**src/rtl/ex_muldiv.sv**
```systemverilog
// Iterative MULT/MULTU/DIV/DIVU unit with HI/LO registers and MTHI/MTLO access.
// Optional EX_MULDIV_EARLY_OUT_EN: multiply stops once the remaining multiplier is zero.
module ex_muldiv #(
    parameter int B = 32
) (
    input  logic         clk,
    input  logic         reset,
    // start is a one-cycle request honoured only while busy is low; there is no
    // ready/queueing, so a start seen while busy is dropped.
    input  logic         start,
    input  logic [1:0]   op,
    input  logic [B-1:0] r_data1_in,
    input  logic [B-1:0] r_data2_in,
    input  logic         mthi_we,
    input  logic         mtlo_we,
    input  logic [B-1:0] mt_data,
    output logic [B-1:0] hi_out,
    output logic [B-1:0] lo_out,
    output logic         busy,
    output logic         done,
    output logic         div_by_zero,
    output logic [1:0]   dbg_state
);

    localparam int CW = $clog2(B) + 1;

    typedef enum logic [1:0] {S_IDLE, S_MUL, S_DIV, S_FIX} state_t;

    state_t          state, state_next;
    logic [1:0]      op_q;
    logic            sign_diff_q, rs_neg_q;
    logic [B-1:0]    rs_raw;
    logic [CW-1:0]   cnt;
    logic [2*B-1:0]  mcand, prod;
    logic [B-1:0]    mplier, dsr, quo;
    logic [B:0]      rem;

    logic            signed_op, mul_last, div_last;
    logic [B-1:0]    a_mag, b_mag;
    logic [2*B-1:0]  prod_sum, prod_fix;
    logic [B:0]      shifted;
    logic [B+1:0]    diff;

    assign dbg_state = state;

    always_comb begin
        signed_op = ~op[0];
        a_mag     = (signed_op && r_data1_in[B-1]) ? -r_data1_in : r_data1_in;
        b_mag     = (signed_op && r_data2_in[B-1]) ? -r_data2_in : r_data2_in;
        prod_sum  = prod + (mplier[0] ? mcand : '0);
        prod_fix  = (op_q == 2'b00 && sign_diff_q) ? -prod : prod;
        shifted   = {rem[B-1:0], quo[B-1]};
        // Extra top bit of diff is the borrow: set means the trial subtract failed.
        diff      = {1'b0, shifted} - {2'b00, dsr};
        div_last  = (cnt == CW'(B - 1));
`ifdef EX_MULDIV_EARLY_OUT_EN
        mul_last  = (cnt == CW'(B - 1)) || (mplier[B-1:1] == '0);
`else
        mul_last  = (cnt == CW'(B - 1));
`endif
        state_next = state;
        case (state)
            S_IDLE:  if (start) state_next = op[1] ? S_DIV : S_MUL;
            S_MUL:   if (mul_last) state_next = S_FIX;
            S_DIV:   if (div_last) state_next = S_FIX;
            S_FIX:   state_next = S_IDLE;
            default: state_next = S_IDLE;
        endcase
    end

    always_ff @(posedge clk or posedge reset) begin
        if (reset) begin
            state       <= S_IDLE;
            busy        <= 1'b0;
            done        <= 1'b0;
            div_by_zero <= 1'b0;
            hi_out      <= '0;
            lo_out      <= '0;
            op_q        <= '0;
            sign_diff_q <= 1'b0;
            rs_neg_q    <= 1'b0;
            rs_raw      <= '0;
            cnt         <= '0;
            mcand       <= '0;
            prod        <= '0;
            mplier      <= '0;
            dsr         <= '0;
            quo         <= '0;
            rem         <= '0;
        end else begin
            state       <= state_next;
            busy        <= (state_next != S_IDLE);
            done        <= 1'b0;
            div_by_zero <= 1'b0;
            case (state)
                S_IDLE: begin
                    if (mthi_we) hi_out <= mt_data;
                    if (mtlo_we) lo_out <= mt_data;
                    if (start) begin
                        op_q        <= op;
                        sign_diff_q <= signed_op & (r_data1_in[B-1] ^ r_data2_in[B-1]);
                        rs_neg_q    <= signed_op & r_data1_in[B-1];
                        rs_raw      <= r_data1_in;
                        cnt         <= '0;
                        prod        <= '0;
                        mcand       <= {{B{1'b0}}, a_mag};
                        mplier      <= b_mag;
                        dsr         <= b_mag;
                        rem         <= '0;
                        quo         <= a_mag;
                    end
                end
                S_MUL: begin
                    prod   <= prod_sum;
                    mcand  <= mcand << 1;
                    mplier <= mplier >> 1;
                    cnt    <= cnt + CW'(1);
                end
                S_DIV: begin
                    if (diff[B+1]) begin
                        rem <= shifted;
                        quo <= {quo[B-2:0], 1'b0};
                    end else begin
                        rem <= diff[B:0];
                        quo <= {quo[B-2:0], 1'b1};
                    end
                    cnt <= cnt + CW'(1);
                end
                S_FIX: begin
                    done <= 1'b1;
                    if (!op_q[1]) begin
                        hi_out <= prod_fix[2*B-1:B];
                        lo_out <= prod_fix[B-1:0];
                    end else if (dsr == '0) begin
                        hi_out      <= rs_raw;
                        lo_out      <= '1;
                        div_by_zero <= 1'b1;
                    end else begin
                        lo_out <= (!op_q[0] && sign_diff_q) ? -quo : quo;
                        hi_out <= (!op_q[0] && rs_neg_q) ? -rem[B-1:0] : rem[B-1:0];
                    end
                end
                default: ;
            endcase
        end
    end

endmodule

```
**config.mk**
```make
export PLATFORM = sky130hd
export DESIGN_NAME = ex_muldiv
export DESIGN_NICKNAME = d
export VERILOG_FILES = /design/src/rtl/ex_muldiv.sv
export SDC_FILE = /design/constraint.sdc
export NUM_CORES = 1
export LEC_CHECK = 0
export ABC_AREA = 1
export CAP_MARGIN = 30
export CORE_ASPECT_RATIO = 1.5
export CORE_UTILIZATION = 50
export DETAILED_ROUTE_END_ITERATION = 10
export PLACE_DENSITY = 0.75
export SYNTH_ARGS = -nofsm -noshare
export SYNTH_HDL_FRONTEND = slang
export SYNTH_SLANG_ARGS = --single-unit
export TNS_END_PERCENT = 20
```
**constraint.sdc**
```tcl
create_clock -name clk -period 24 [get_ports clk]
set_input_delay 4.8 -clock clk [delete_from_list [all_inputs] [get_ports clk]]
set_output_delay 4.8 -clock clk [all_outputs]
set_load 0.005 [all_outputs]
```
# After elaboration in Yosys (flattened, before gate mapping)
# Index checks and enable logic that the tools add are counted.
# totals
reg_bits	367
# classes
reduce_logical	21
mux	36
eq_ne	7
addsub	8
bitwise	4
# ops
cell	count
32-bit two-way mux	14
32-bit case mux with 2 select lines	5
64-bit two-way mux	4
64-bit case mux with 2 select lines	2
32-bit negation	4
64-bit adder	1
64-bit negation	1
33-bit by 32-bit subtractor with 34-bit output	1
32-bit zero test	1
6-bit case mux with 2 select lines	1
2-bit AND reduction	6
2-bit nonzero test	5
6-bit by 1-bit adder with 6-bit output, second input constant	1
6-bit by 5-bit equality test with 1-bit output, second input constant	1
2-bit two-way mux	3
6-bit two-way mux	1
2-bit inequality test, second input constant	3
2-bit case mux with 3 select lines	1
1-bit logical AND	5
1-bit two-way mux	5
2-bit equality test, second input constant	2
2-bit zero test	2
1-bit AND	2
2-bit by 1-bit equality test with 1-bit output, second input constant	1
4 further kinds	4

# Depth between registers and ports, before layout
# logic_depth
word_depth	6
depth_mapped	19

# Worst setup path before layout
# OpenSTA, ideal clock, no wires.
# synth_timing
path_type	input -> register
start	in r_data1_in[1]
end	reg quo[16]
setup_ps	121
stages	12
arrival_time_ps	6095
path_slack_ps	17784
path_cell_list	inv_1 -> ha_1 -> inv_1 -> nor3_1 -> inv_1 -> nor2_1 -> nand3_1 -> o21ai_0 -> o21ai_0 -> xor2_1 -> nand2_1 -> nand2_1
# synth_between
elab_chain_len	4
# synth_lines
item	line	source
start: declaration	12	input logic [B-1:0] r_data1_in,
32-bit negation	48	a_mag = (signed_op && r_data1_in[B-1]) ? -r_data1_in : r_data1_in;
32-bit two-way mux	48	
32-bit two-way mux	99	if (start) begin
32-bit case mux with 2 select lines	95	case (state)
end signal: assignment	110	quo <= a_mag;
end signal: assignment	122	quo <= {quo[B-2:0], 1'b0};
end signal: assignment	125	quo <= {quo[B-2:0], 1'b1};
end: declaration	35	logic [B-1:0] mplier, dsr, quo;
# No other way between the ends. The select of a mux whose other input is x is not followed.
# A chain may end at the register's enable or synchronous reset.

# Worst setup path in the final report
# layout_timing
start	in start
end	reg prod[31]
# layout_between
elab_chain_len	2
# layout_lines
item	line	source
start: declaration	10	input logic start,
2-bit inequality test (no source line)	n/a	
2-bit AND reduction (no source line)	n/a	
end signal: assignment	114	prod <= prod_sum;
end: declaration	34	logic [2*B-1:0] mcand, prod;
# No other way between the ends.

==> flow_summary.toml <==
[timing]
worst_slack_ps = 15360
rsz0062_at_grt = "false"
hold_viol = 0
timing.final.crit_share_pct = 36.0
slew_violations = 0
setup_viol = 0
skew_ps = 22.8
min_period_ps = 8640
slew_headroom_pct = 30.4
worstMarginPinSlew_ps = 1040
fin_setup_tns_ps = 0
fmax_mhz = 116

[job]
drv_cap = 0

[floorplanning]
start_util_pct = 50.5
rows = 108
die_w_um = 199
pin_count = 172
die_area_um2 = 59400
die_h_um = 298
core_um2 = 57800

[synth]
ys.flop_type = "dfrtp_1"
synth.top_cell.area_share_pct = 31.4
synth_edf_count = 0
ys_top_cells_by_area = "dfrtp_1 (31%), nand2_1 (17%), inv_1 (8.2%)"
yosysUniqueCellTypes = 49
synthesis.area_um2 = 29200
netlist_instances = 4639
ys_seq_area_share_pct = 31.4
synthArstFlopShare_pct = 100
synth_nets = 4849
syn_avg_cell_area_um2 = 6.30
synth_warnings = 0
yosys_register_bits = 367
synth_top_area_cell = "dfrtp_1"

[power]
peakVddDrop_mv = 0.0871
power_per_cell_area_nw_per_um2 = 138
leakage_uw = 0.0171

[cts]
cts_root_buffer = "clkbuf_16"
post_cts_resized = 0
cts_setup_buffers = 0
cts.sinks = 367
path_clk_slew_ps = 60
cts-hold-fix-buffers = 0
clk_latency_ps = 610
htreeDepth = 2
cts_buffer_depth = 3
cts_made_buffers = 41
cts_tree = "yes"

[grt]
grt.overflow.total = 0
grt_pass1_vias = 32100
grt_start_max_net_pins = 152
antenna_found_initial = 10
grtUsageTotal_pct = 45.7
grt_pass1_wl_mm = 199

[critical_path]
required_ps = 24510
cp.arrival_ps = 9150
startpoint = "start"
r2r_start = "dbg_state[0]$_DFF_PP0_"
critPathLaunchType = "input pin"
worst-path-max-fanout = 64
cp-end-kind = "flop"
path_class = "in -> reg"

[layout]
final_cell_mix = "nand2_1 (1343), inv_1 (633), nor2_1 (604)"
nFillCells = 5963
layout.nets = 4955
final_common_cell = "nand2_1"
area_delta_synth_final_pct = 13.0
drive_gt1_share_pct = 3.71

[outcome]
outcome = "finished clean"

[routing]
viasPerCell = 5.88
routed_wl_mm = 132
drtIter0Drc = 3213
first_pass_iters = 8
drt_drc_violations_left = 0
drtAntennaViolNets = 0
wl_per_cell_um = 23.8
vias = 32600

[worst_hold_path]
hold_path.startpoint = "dsr[17]$_DFFE_PP0P_"
hp-class = "reg -> reg"

[placed_design]
hpwl_mm = 102
pre_cts_slack_ps = 14890
portBuffers = 171
gp_routability_congestion = 1.09
## power breakdown
part	switching, µW	leakage, µW	total [µW]	internal (µW)
registers	285	0.00469	1140	852
logic	1910	0.0118	2760	843
clock network	292	0.000657	664	372
total	2490	0.0171	4560	2070
## cells in the mapped netlist, types with 8 or more instances
cell type,number
nor2_2,17
ha_1,105
o21ai_1,30
xor2_1,79
xnor2_1,21
o211ai_1,18
nand3b_1,17
o21ai_0,262
dfrtp_1,367
nand4_1,58
buf_2,46
nand2_2,8
a22oi_1,69
clkbuf_1,80
inv_2,11
nand3_1,390
nor3_1,31
o22ai_1,48
a21oi_1,263
o221ai_1,14
a21o_1,8
o21bai_1,17
nor2_1,608
o21a_1,10
inv_1,635
nand2_1,1343
## path summary, 6_finish.rpt
kind                                           to  slack [ps]  cells past startpoint
min reg2reg                   dsr[17]$_DFFE_PP0P_         480                      2
max                          prod[31]$_DFFE_PP0P_       15360                     14
min                           dsr[17]$_DFFE_PP0P_         480                      2
min in group asynchronous   mcand[52]$_DFFE_PP0P_        4680                      2
max reg2reg                  prod[31]$_DFFE_PP0P_       18980                     15
max in group asynchronous  mplier[31]$_DFFE_PP0P_       17000                      4
## stage by stage
step / hold WS [ps] / utilization, % / cell area [µm²] / std cells / total power (µW)
floorplan: 449 / - / 29200 / 4639 / 2800
global placement: 464 / 54.5 / 31500 / 5465 / 3730
detailed placement: 466 / 54.6 / 31600 / 5468 / 3770
CTS: 483 / 57.0 / 32900 / 5542 / 4440
global route: 497 / 57.0 / 33000 / 5550 / 4840
finish: 484 / 57.0 / 33000 / 5551 / 4560
## logic make-up after synthesis
logic type | Yosys count | share of synthesized area (%)
flops | 367 | 31.4
compound gates | 767 | 14.8
simple gates | 2508 | 35.5
fa+ha+maj | 107 | 4.64
buf+inv | 790 | 10.6
xor+xnor | 100 | 3.00
## critical path, stage by stage
cell and delay, ps:
clkdlybuf4s50_1 540, nand2_2 420, inv_2 130, buf_4 530, a21oi_4 20, buf_4 330
nor2_4 140, buf_4 590, buf_4 650, inv_1 90, buf_4 340, a21oi_1 190
o21ai_0 100, o21ai_0 100
## sequential cells by signal (all words and copies together) (netlist names), 32 cells and up
name / flops
mcand: 64
prod: 64
dsr: 32
hi_out: 32
lo_out: 32
mplier: 32
quo: 32
rem: 32
rs_raw: 32
## per-layer routing
metal | part of all wire, % | up-vias | global-route usage [%] | wire length [µm]
met5 | 0.034 | - | 0 | 45
met1 | 32 | 15100 | 45.3 | 42300
met4 | 13 | 6 | 49.0 | 17800
met3 | 7.9 | 728 | 12.5 | 10500
met2 | 47 | 1657 | 73.5 | 61600
li1 | - | 15100 | - | -
## area by class of cell
class | count | area [µm²] | area share (%)
Multi-Input combinational cell | 3482 | 17000 | 51.5
Sequential cell | 367 | 9190 | 27.8
Inverter | 647 | 2440 | 7.39
Timing Repair Buffer | 206 | 2050 | 6.21
Clock buffer | 54 | 1140 | 3.47
Tap cell | 770 | 963 | 2.92
Clock inverter | 20 | 220 | 0.667
Antenna cell | 5 | 12.5 | 0.0379
Power figures use the tool's default switching activity.
